--- src/rtl/calc_pkg.sv ---
// Shared key codes, ALU opcodes, sequencer state encoding and key decode helpers
// for the calculator key sequencer.
package calc_pkg;

    localparam logic [3:0] KEY_ADD = 4'd10;
    localparam logic [3:0] KEY_SUB = 4'd11;
    localparam logic [3:0] KEY_AND = 4'd12;
    localparam logic [3:0] KEY_OR  = 4'd13;
    localparam logic [3:0] KEY_EQ  = 4'd14;
    localparam logic [3:0] KEY_CLR = 4'd15;

    localparam logic [2:0] OPT_NOP = 3'd0;
    localparam logic [2:0] OPT_ADD = 3'd1;
    localparam logic [2:0] OPT_SUB = 3'd2;
    localparam logic [2:0] OPT_AND = 3'd3;
    localparam logic [2:0] OPT_OR  = 3'd4;

    localparam logic [1:0] ST_ENTER_A = 2'd0;
    localparam logic [1:0] ST_ENTER_B = 2'd1;
    localparam logic [1:0] ST_EXEC    = 2'd2;
    localparam logic [1:0] ST_SHOW    = 2'd3;

    function automatic logic [2:0] key_to_opt(input logic [3:0] code);
        case (code)
            KEY_ADD: return OPT_ADD;
            KEY_SUB: return OPT_SUB;
            KEY_AND: return OPT_AND;
            KEY_OR:  return OPT_OR;
            default: return OPT_NOP;
        endcase
    endfunction

    function automatic logic is_digit(input logic [3:0] code);
        return code <= 4'd9;
    endfunction

endpackage

--- src/rtl/calc_dec_acc.sv ---
// Decimal operand accumulator: appends digits (acc*10+d), counts accepted digits and
// flags a digit that would overflow W bits or exceed MAX_DIG digits.
module calc_dec_acc #(
    parameter int W       = 8,
    parameter int MAX_DIG = 3
) (
    input  logic         clk,
    input  logic         rst,
    input  logic         clr,
    input  logic         load,
    input  logic [W-1:0] load_val,
    input  logic         digit_en,
    input  logic         fresh,
    input  logic [3:0]   digit,
    output logic [W-1:0] acc,
    output logic         has_digit,
    output logic         ovf
);

    localparam int CW = $clog2(MAX_DIG + 1);

    logic [W-1:0]  acc_reg;
    logic [CW-1:0] cnt_reg;
    logic [W+3:0]  base;
    logic [W+3:0]  cand;
    logic [CW-1:0] cnt_base;

    // A fresh digit starts a new operand, so it is applied to an empty accumulator.
    always_comb begin
        base     = fresh ? '0 : {4'b0000, acc_reg};
        cnt_base = fresh ? '0 : cnt_reg;
        cand     = base * (W+4)'(10) + {{W{1'b0}}, digit};
        ovf      = digit_en && ((cand > {4'b0000, {W{1'b1}}}) || (cnt_base >= CW'(MAX_DIG)));
    end

    always_ff @(posedge clk) begin
        if (rst || clr) begin
            acc_reg <= '0;
            cnt_reg <= '0;
        end else if (load) begin
            acc_reg <= load_val;
            cnt_reg <= '0;
        end else if (digit_en && !ovf) begin
            acc_reg <= cand[W-1:0];
            cnt_reg <= cnt_base + CW'(1);
        end
    end

    assign acc       = acc_reg;
    assign has_digit = (cnt_reg != '0);

endmodule

--- src/rtl/calc_key_sequencer.sv ---
// Key-driven operand builder and one-cycle ALU execute/capture stage.
// Optional build macro CALC_SEQ_CHAIN_EN: an operator after B digits executes and chains.
module calc_key_sequencer
    import calc_pkg::*;
#(
    parameter int W       = 8,
    parameter int MAX_DIG = 3
) (
    input  logic         clk,
    input  logic         rst,
    input  logic         key_valid,
    output logic         key_ready,
    input  logic [3:0]   key_code,
    output logic [2:0]   alu_opt,
    output logic [W-1:0] alu_numa,
    output logic [W-1:0] alu_numb,
    output logic [W-1:0] alu_ci,
    input  logic [W-1:0] alu_s,
    input  logic         alu_co,
    input  logic         alu_zero,
    output logic [W-1:0] res,
    output logic         res_co,
    output logic         res_zero,
    output logic         res_valid,
    output logic [W-1:0] disp,
    output logic         err,
    output logic         busy
);

    localparam int IA = 0;
    localparam int IB = 1;

    logic [1:0]   state_reg, state_next;
    logic [2:0]   op_reg, op_next, new_opt;
    logic [2:0]   alu_opt_reg;
    logic [W-1:0] numa_reg, numb_reg, res_reg;
    logic         res_co_reg, res_zero_reg, res_valid_reg, err_reg;
    logic         accept, key_is_digit, key_is_eq, key_is_clr, exec_start;

    logic [1:0]   acc_clr, acc_load, acc_digit_en, acc_fresh, acc_has, acc_ovf;
    logic [W-1:0] acc_load_val;
    logic [W-1:0] acc_val [2];

`ifdef CALC_SEQ_CHAIN_EN
    logic         chain_reg, chain_next;
    logic [2:0]   chain_op_reg;
`endif

    assign key_ready    = (state_reg != ST_EXEC);
    assign busy         = (state_reg == ST_EXEC);
    assign accept       = key_valid && key_ready;
    assign key_is_digit = is_digit(key_code);
    assign key_is_eq    = (key_code == KEY_EQ);
    assign key_is_clr   = (key_code == KEY_CLR);
    assign new_opt      = key_to_opt(key_code);

    genvar gi;
    generate
        for (gi = 0; gi < 2; gi++) begin : g_operand
            calc_dec_acc #(.W(W), .MAX_DIG(MAX_DIG)) u_acc (
                .clk       (clk),
                .rst       (rst),
                .clr       (acc_clr[gi]),
                .load      (acc_load[gi]),
                .load_val  (acc_load_val),
                .digit_en  (acc_digit_en[gi]),
                .fresh     (acc_fresh[gi]),
                .digit     (key_code),
                .acc       (acc_val[gi]),
                .has_digit (acc_has[gi]),
                .ovf       (acc_ovf[gi])
            );
        end
    endgenerate

    always_comb begin
        state_next   = state_reg;
        op_next      = op_reg;
        exec_start   = 1'b0;
        acc_clr      = '0;
        acc_load     = '0;
        acc_digit_en = '0;
        acc_fresh    = '0;
        acc_load_val = '0;
`ifdef CALC_SEQ_CHAIN_EN
        chain_next   = 1'b0;
`endif
        if (state_reg == ST_EXEC) begin
            state_next = ST_SHOW;
`ifdef CALC_SEQ_CHAIN_EN
            if (chain_reg) begin
                state_next       = ST_ENTER_B;
                op_next          = chain_op_reg;
                acc_load[IA]     = 1'b1;
                acc_load_val     = alu_s;
                acc_clr[IB]      = 1'b1;
            end
`endif
        end else if (accept) begin
            if (key_is_clr) begin
                state_next = ST_ENTER_A;
                op_next    = OPT_NOP;
                acc_clr    = '1;
            end else if (key_is_digit) begin
                case (state_reg)
                    ST_ENTER_A: acc_digit_en[IA] = 1'b1;
                    ST_ENTER_B: acc_digit_en[IB] = 1'b1;
                    default: begin
                        acc_digit_en[IA] = 1'b1;
                        acc_fresh[IA]    = 1'b1;
                        acc_clr[IB]      = 1'b1;
                        state_next       = ST_ENTER_A;
                    end
                endcase
            end else if (key_is_eq) begin
                if (state_reg == ST_ENTER_B) begin
                    state_next = ST_EXEC;
                    exec_start = 1'b1;
                end
            end else begin
                // Any operator (re)starts B entry; from SHOW the last result becomes A.
                acc_clr[IB] = 1'b1;
                state_next  = ST_ENTER_B;
                op_next     = new_opt;
                if (state_reg == ST_SHOW) begin
                    acc_load[IA] = 1'b1;
                    acc_load_val = res_reg;
                end
`ifdef CALC_SEQ_CHAIN_EN
                if (state_reg == ST_ENTER_B && acc_has[IB]) begin
                    state_next = ST_EXEC;
                    exec_start = 1'b1;
                    chain_next = 1'b1;
                    op_next    = op_reg;
                end
`endif
            end
        end
    end

    always_ff @(posedge clk) begin
        if (rst) begin
            state_reg     <= ST_ENTER_A;
            op_reg        <= OPT_NOP;
            alu_opt_reg   <= OPT_NOP;
            numa_reg      <= '0;
            numb_reg      <= '0;
            res_reg       <= '0;
            res_co_reg    <= 1'b0;
            res_zero_reg  <= 1'b0;
            res_valid_reg <= 1'b0;
            err_reg       <= 1'b0;
        end else begin
            state_reg     <= state_next;
            op_reg        <= op_next;
            alu_opt_reg   <= OPT_NOP;
            res_valid_reg <= 1'b0;
            if (exec_start) begin
                alu_opt_reg <= op_reg;
                numa_reg    <= acc_val[IA];
                numb_reg    <= acc_val[IB];
            end
            if (state_reg == ST_EXEC) begin
                res_reg       <= alu_s;
                res_co_reg    <= alu_co;
                res_zero_reg  <= alu_zero;
                res_valid_reg <= 1'b1;
            end
            if (accept && key_is_clr) begin
                err_reg  <= 1'b0;
                numa_reg <= '0;
                numb_reg <= '0;
            end else begin
                err_reg <= err_reg | (|acc_ovf);
            end
        end
    end

`ifdef CALC_SEQ_CHAIN_EN
    always_ff @(posedge clk) begin
        if (rst) begin
            chain_reg    <= 1'b0;
            chain_op_reg <= OPT_NOP;
        end else begin
            chain_reg <= chain_next;
            if (chain_next) begin
                chain_op_reg <= new_opt;
            end
        end
    end
`endif

    // B shows A until its first digit so the user still sees the left operand.
    always_comb begin
        case (state_reg)
            ST_ENTER_A: disp = acc_has[IA] ? acc_val[IA] : '0;
            ST_ENTER_B: disp = acc_has[IB] ? acc_val[IB] : acc_val[IA];
            default:    disp = res_reg;
        endcase
    end

    assign alu_opt   = alu_opt_reg;
    assign alu_numa  = numa_reg;
    assign alu_numb  = numb_reg;
    assign alu_ci    = '0;
    assign res       = res_reg;
    assign res_co    = res_co_reg;
    assign res_zero  = res_zero_reg;
    assign res_valid = res_valid_reg;
    assign err       = err_reg;

endmodule
--- config.mk ---
export PLATFORM = sky130hd
export DESIGN_NAME = calc_key_sequencer
export DESIGN_NICKNAME = d
export VERILOG_FILES = /design/src/rtl/calc_pkg.sv /design/src/rtl/calc_dec_acc.sv /design/src/rtl/calc_key_sequencer.sv
export SDC_FILE = /design/constraint.sdc
export NUM_CORES = 1
export LEC_CHECK = 0
export ABC_AREA = 1
export CORE_MARGIN = 4
export CORE_UTILIZATION = 48
export DETAILED_ROUTE_END_ITERATION = 12
export GPL_ROUTABILITY_DRIVEN = 0
export HOLD_SLACK_MARGIN = 0.03
export PLACE_DENSITY_LB_ADDON = 0.25
export SLEW_MARGIN = 20
export SYNTH_ARGS = -nofsm -noshare
export SYNTH_HDL_FRONTEND = slang
export SYNTH_SLANG_ARGS = --single-unit
--- constraint.sdc ---
create_clock -name clk -period 2.8 [get_ports clk]
set_clock_uncertainty 0.1 [all_clocks]
set_input_delay 0.28 -clock clk [delete_from_list [all_inputs] [get_ports clk]]
set_output_delay 0.28 -clock clk [all_outputs]
set_load 0.05 [all_outputs]
# --- Word-level counts from Yosys, hierarchy flattened ---
# Cells that the tools add are included.
op_classes:
  addsub: 4
  bitwise_logic: 3
  n_reduce_logical: 24
  order_cmp: 5
  multipliers: 2
  muxes: 53
  n_eq_ne: 14
op_table:
  columns: ["cell", "n"]
  rows:
  - ["two-way mux 8 bit", 11]
  - ["two-way mux 2 bit", 14]
  - ["adder 12 x 4 -> 12 bit", 2]
  - ["== test 4 bit (second input constant)", 6]
  - ["> comparator 12 x 8 -> 1 bit (second input constant)", 2]
  - ["two-way mux 1 bit", 23]
  - ["case mux 8 bit (2 select lines)", 1]
  - ["multiplier 12 x 3 -> 11 bit (second input constant)", 1]
  - ["case mux 3 bit (4 select lines)", 1]
  - ["multiplier 8 x 3 -> 11 bit (second input constant)", 1]
  - ["OR reduction 2 bit", 5]
  - ["two-way mux 3 bit", 3]
  - ["nonzero test 2 bit", 4]
  - ["logical AND 1 bit", 6]
  - ["inequality test 5 x 3 -> 1 bit (second input constant)", 1]
  - ["adder 2 x 1 -> 2 bit (second input constant)", 2]
  - ["== test 2 bit (second input constant)", 2]
  - ["greater-or-equal comparator 2 bit (second input constant)", 2]
  - ["<= comparator 4 bit (second input constant)", 1]
  - ["logical OR 1 bit", 4]
  - ["inequality test 2 x 1 -> 1 bit (second input constant)", 2]
  - ["inequality test 4 x 3 -> 1 bit (second input constant)", 1]
  - ["AND reduction 4 bit", 1]
  - ["AND reduction 3 bit", 1]
  - ["other kinds (6)", 8]
totals:
  ff_bits: 56
  out_inout_bits: 49
  elab_cells: 119

# --- Depth between registers and ports, before layout ---
logic_depth:
  ltp_word: 17
  depth_mapped: 24
  depth_no_buf: 24

# --- By module ---
# From an unflattened synthesis, not the netlist that was laid out.
unflattened:
  hier_cells: 671
  area_unflattened_um2: 4281.6
by_module_without_submodules:
  columns: ["module", "area_per_inst_um2", "n_inst", "seq_area_each_um2", "cells_per_inst"]
  rows:
  - ["calc_key_sequencer", 1755.4, 1, 720.7, 252]
  - ["calc_dec_acc at g_operand[1].u_acc", 1302.5, 1, 200.2, 220]
  - ["calc_dec_acc at g_operand[0].u_acc", 1223.7, 1, 200.2, 199]

# --- Least setup slack after synthesis ---
# OpenSTA, ideal clock, no wires.
synth_timing:
  path_type: "reg2reg"
  startpoint: "reg state_reg[0]"
  endpoint: "reg g_operand[0].u_acc.acc_reg[0]"
  arrival_ns: 2.793
  stages_incl_launch_ff: 22
  required_time_ns: 2.588
  setup_slack_ns: -0.205
  path_cell_list: "dfxtp_1 > nand3_1 > inv_2 > nand2_4 > inv_2 > nor2_1 > ha_1 > inv_1 > fa_1 > nand3b_1 > a21oi_1 > nand3_2 > nand3_2 > nand3_1 > nor2_2 > nand2_1 > nand2_2 > nand3_2 > nand2_2 > inv_1 > nor2_1 > nor2_1"
synth_via:
  elab_chain_cells: 16
synth_lines:
  columns: ["item", "line", "text"]
  rows:
  - ["from (decl)", "calc_key_sequencer.sv:33", "logic [1:0] state_reg, state_next;"]
  - ["from (signal assigned)", "calc_key_sequencer.sv:154", "state_reg <= state_next;"]
  - ["== test 2 x 1 -> 1 bit / logical NOT 2 bit (equally long branches)", "calc_key_sequencer.sv:105", "case (state_reg)"]
  - ["OR reduction 2 bit (no source line)", null, null]
  - ["two-way mux 1 bit", "calc_key_sequencer.sv:105", null]
  - ["two-way mux 1 bit", "calc_key_sequencer.sv:104", "end else if (key_is_digit) begin"]
  - ["two-way mux 1 bit", "calc_key_sequencer.sv:100", "if (key_is_clr) begin"]
  - ["two-way mux 1 bit", "calc_key_sequencer.sv:99", "end else if (accept) begin"]
  - ["two-way mux 1 bit", "calc_key_sequencer.sv:88", "if (state_reg == ST_EXEC) begin"]
  - ["two-way mux 8 bit", "calc_dec_acc.sv:30", "base = fresh ? '0 : {4'b0000, acc_reg};"]
  - ["multiplier 12 x 3 -> 11 bit", "calc_dec_acc.sv:32", "cand = base * (W+4)'(10) + {{W{1'b0}}, digit};"]
  - ["adder 12 x 4 -> 12 bit", "calc_dec_acc.sv:32", null]
  - ["> comparator 12 x 8 -> 1 bit", "calc_dec_acc.sv:33", "ovf = digit_en && ((cand > {4'b0000, {W{1'b1}}}) || (cnt_base >= CW'(MAX_DIG)));"]
  - ["logical OR 1 bit", "calc_dec_acc.sv:33", null]
  - ["logical AND 1 bit", "calc_dec_acc.sv:33", null]
  - ["logical NOT 1 bit", "calc_dec_acc.sv:43", "end else if (digit_en && !ovf) begin"]
  - ["logical AND 1 bit", "calc_dec_acc.sv:43", null]
  - ["nonzero test 2 bit (no source line)", null, null]
  - ["to (signal assigned)", "calc_dec_acc.sv:41", "acc_reg <= load_val;"]
  - ["to (signal assigned)", "calc_dec_acc.sv:44", "acc_reg <= cand[W-1:0];"]
  - ["to (decl)", "calc_dec_acc.sv:22", "logic [W-1:0] acc_reg;"]
# Several ways; a longest one is shown, not always the timed one.
# A chain may end at the register's enable or synchronous reset.

# --- Final worst setup path ---
layout_timing:
  startpoint: "reg state_reg[0]"
  endpoint: "reg err_reg (netlist: err)"
layout_via:
  elab_chain_cells: 15
layout_lines:
  columns: ["item", "line", "text"]
  rows:
  - ["== test 2 x 1 -> 1 bit / logical NOT 2 bit (equally long branches)", "calc_key_sequencer.sv:105", null]
  - ["OR reduction 2 bit (no source line)", null, null]
  - ["two-way mux 1 bit", "calc_key_sequencer.sv:105", null]
  - ["two-way mux 1 bit", "calc_key_sequencer.sv:104", null]
  - ["two-way mux 1 bit", "calc_key_sequencer.sv:100", null]
  - ["two-way mux 1 bit", "calc_key_sequencer.sv:99", null]
  - ["two-way mux 1 bit", "calc_key_sequencer.sv:88", null]
  - ["two-way mux 8 bit", "calc_dec_acc.sv:30", null]
  - ["multiplier 12 x 3 -> 11 bit", "calc_dec_acc.sv:32", null]
  - ["adder 12 x 4 -> 12 bit", "calc_dec_acc.sv:32", null]
  - ["> comparator 12 x 8 -> 1 bit", "calc_dec_acc.sv:33", null]
  - ["logical OR 1 bit", "calc_dec_acc.sv:33", null]
  - ["logical AND 1 bit", "calc_dec_acc.sv:33", null]
  - ["OR reduction 2 bit", "calc_key_sequencer.sv:174", "err_reg <= err_reg | (|acc_ovf);"]
  - ["bitwise OR 1 bit", "calc_key_sequencer.sv:174", null]
  - ["to (signal assigned)", "calc_key_sequencer.sv:174", null]
  - ["to (decl)", "calc_key_sequencer.sv:37", "logic res_co_reg, res_zero_reg, res_valid_reg, err_reg;"]
# Several ways; a longest one is shown, not always the timed one.

==> metrics <==
dpl hpwl=8663 microns; final hold vios=0; Max FO, Critical Path=6; outcome=complete, but fails checks; cell taking the most area after synthesis=dfxtp_1; failing checks=setup timing; WL final=11,410 microns; worst setup path endpoint=err; drt pass-1 iters=6; Area Growth Syn to Fin=44.64%; Port Buffers=57; chip height=96.52 microns; ratio of cells with drive above 1 in the final layout=30.55%; largest family of logic cells by synthesized area=simple AND/OR/NAND/NOR gates; Num CTS Buffers=5; Final WS setup=-232.3 ps; Post-Synth XOR/XNOR Area=1.630%; Int Pwr=1509 uW; fillers=612; crit share post-route=108.3%; CP endpoint kind=flip-flop; post-synthesis cell area=0.003761 sq mm; final setup vio count=11; CTS Buffer Depth=2; Tot Pwr=2294 uW; initial core utilization=48.93%; clk_lat worst skew=310 ps; Post-Synth Adder-Cell Area=11.91%; post-synthesis sequential area ratio=29.81%; Final Critical Period=3032 ps; Simple-Gate Fraction of Synth Area=26.95%; gr ovfl total=0; DP Worst Slack=-770.0 ps; PwrDens=421.7 mW/mm^2; antenna-violating nets left=0; Max-Cap Viols=0; Total Nets Final=708; part of the power in the clock network=25.4%; # DRC=0; Worst Path Required=2940 ps; r2r endpoint=err; fin. max-slew vios=0; Worst-Margin Slew=598.8 ps; CTS clock-pin slew for the worst setup and hold paths=100 ps; first-pass GRT wire length=17,620 microns; R2R Setup Slk=-230 ps; Worst Hold Class=flip-flop to flip-flop; YS warnings=0; Avg Cell Area, Syn=7.123 sq um; VDD IR-drop max=0.2096 mV; Site Rows=32; # diodes=0; initial antenna violation count=0; chip width=96.52 microns; Reg power frac=36.9%; worst r2r path cells=22; Synth area leaders=dfxtp_1 30%, ha_1 10%, nand2_1 8.5%, inv_1 8.4%, nor2_1 5.7%; complex-gate fraction of the synthesized area=17.37%; worst path arrival time=3170 ps; mux cell area share after synthesis=0%; P_sw=785.8 uW; Slew headroom=59.93%; CTS root buf=clkbuf_8; Mapped Cells=528; R2R Path Start=state_reg[0]; Comb power frac=37.7%; drt wl/cell=15.01 microns; RSZ-0062 raised after global routing=yes; clock sink total=56; die area=0.009316 sq mm; All-Layer GR Usage=24.22%; critical path class=flip-flop to flip-flop; core area=0.007687 sq mm; Switching Share=34.25%; H-tree depth=2; Netlist cell types=46; IO Count=66; total number of vias=3,951; Max Freq=329.8 MHz; Via-to-Cell Ratio=5.199; Leak=0.002412 uW; TritonCTS clock tree=built; DR iter-0 viols=268; max reg flops=16; vias in the first global route=3,795; Synth Register Bits=56; crit path launch type=flip-flop; largest net degree at the start of global routing=23; Synth top area share=29.81%; crit path from=state_reg[0]
## timing repair
action | CTS | global route
cloned | 1 | 1
hold buffers | 0 | 0
endpoints found under the setup margin | 13 | 21
pin swaps | 27 | 22
buffers inserted | 8 | 9
resized for setup | 41 | 42
endpoints found under the hold margin | 0 | 0
## power by group through the flow
stage / registers [uW] / logic [uW] / clock network (uW)
after floorplan: 874 / 433 / 0
after global placement: 863 / 673 / 0
after detailed placement: 864 / 689 / 0
after CTS: 846 / 768 / 594
after global routing: 851 / 941 / 621
final: 847 / 864 / 583
## through the flow
step / hold WS (ps) / util [%] / std cells / TNS, ps / cell area, sq um
3_3_place_gp: 322.5 / 63.07 / 733 / -7452 / 4848
6_report: 339.9 / 70.77 / 760 / -2026 / 5440
3_5_place_dp: 328.6 / 63.07 / 733 / -8936 / 4848
4_1_cts: 344.6 / 67.37 / 750 / -1956 / 5179
2_1_floorplan: 292.7 / - / 535 / 0 / 3857
5_1_grt: 381.0 / 70.77 / 760 / -4266 / 5440
## logic make-up after synthesis
kind of cell | count (synthesis)
xor gates and xnor gates | 7
and+or+nand+nor | 212
DFF | 56
other | 1
adders and majority gates | 34
AOI/OAI and AO/OA | 112
buffers and inverters | 106
## cell usage in the layout, fill, tap and decap left out, types with 11 or more instances in the layout
| master | n |
|---|---|
| nand3_1 | 11 |
| o21ai_0 | 37 |
| nand3_2 | 18 |
| nand2_1 | 76 |
| nand2_2 | 14 |
| a21oi_1 | 30 |
| clkdlybuf4s50_1 | 43 |
| buf_4 | 79 |
| dfxtp_1 | 51 |
| ha_1 | 21 |
| nor2_1 | 45 |
| inv_1 | 76 |
## routing by layer
metal / vias up / global-route usage, % / routed length, microns
li1: 1979 / - / -
met1: 1850 / 29.20 / 4648
met2: 104 / 45.40 / 6003
met3: 18 / 2.091 / 535
met4: 0 / 7.126 / 218
met5: - / 0 / 0
## final cells by class
| type | instances | area, sq um | share of cell area [%] |
|---|---|---|---|
| timing repair buffer | 133 | 1155 | 21.23 |
| sequential | 56 | 1127 | 20.72 |
| clock buffer | 7 | 96.34 | 1.771 |
| clock inverter | 1 | 30.03 | 0.5520 |
| tap | 102 | 127.6 | 2.346 |
| inverter | 86 | 335.3 | 6.164 |
| timing repair inverter | 1 | 6.256 | 0.1150 |
| multi-input combinational | 374 | 2562 | 47.10 |
## Yosys cell counts, drive strengths merged
| cell | number |
|---|---|
| ha | 31 |
| nand2 | 97 |
| o31ai | 8 |
| o211ai | 3 |
| buf | 15 |
| a221oi | 1 |
| xnor2 | 2 |
| a31oi | 1 |
| nand4 | 4 |
| o221ai | 3 |
| o2111ai | 3 |
| nor3 | 10 |
| nand3b | 2 |
| fa | 3 |
| a21oi | 39 |
| o21a | 2 |
| nand3 | 30 |
| inv | 86 |
| a22oi | 2 |
| a2111oi | 1 |
| o21ai | 44 |
| nor2 | 63 |
| o22ai | 1 |
| dfxtp | 56 |
| clkbuf | 5 |
| or2 | 4 |
| nor4 | 2 |
| xor2 | 5 |
| conb | 1 |
| a211oi | 4 |
## worst min path at each step
stage                         start    endpoint  slack (ps)  cells after the start
after floorplan            alu_s[0]      res[0]         290                      2
after global placement    op_reg[1]  alu_opt[1]         320                      2
after detailed placement  op_reg[1]  alu_opt[1]         330                      2
after CTS                 op_reg[1]  alu_opt[1]         340                      2
after global routing      op_reg[2]  alu_opt[2]         380                      2
final                     op_reg[1]  alu_opt[1]         340                      2
## critical path: stages (launching register included)
cell     delay, ps
dfxtp_2        350
nand3_2         70
inv_2           80
nand2_4        100
inv_8          100
nor2_4          50
ha_4           290
inv_4           30
fa_2           380
buf_4          150
xnor2_2        150
inv_2           60
nor3_2         210
nand2_1         70
nand2_1         60
nand2_1         60
nand2_2         70
nand2_4         80
buf_4          140
buf_6          110
nand2_1         60
nand2_1         60
a31oi_1        150
No activity file was read; power rests on OpenSTA's default activity.
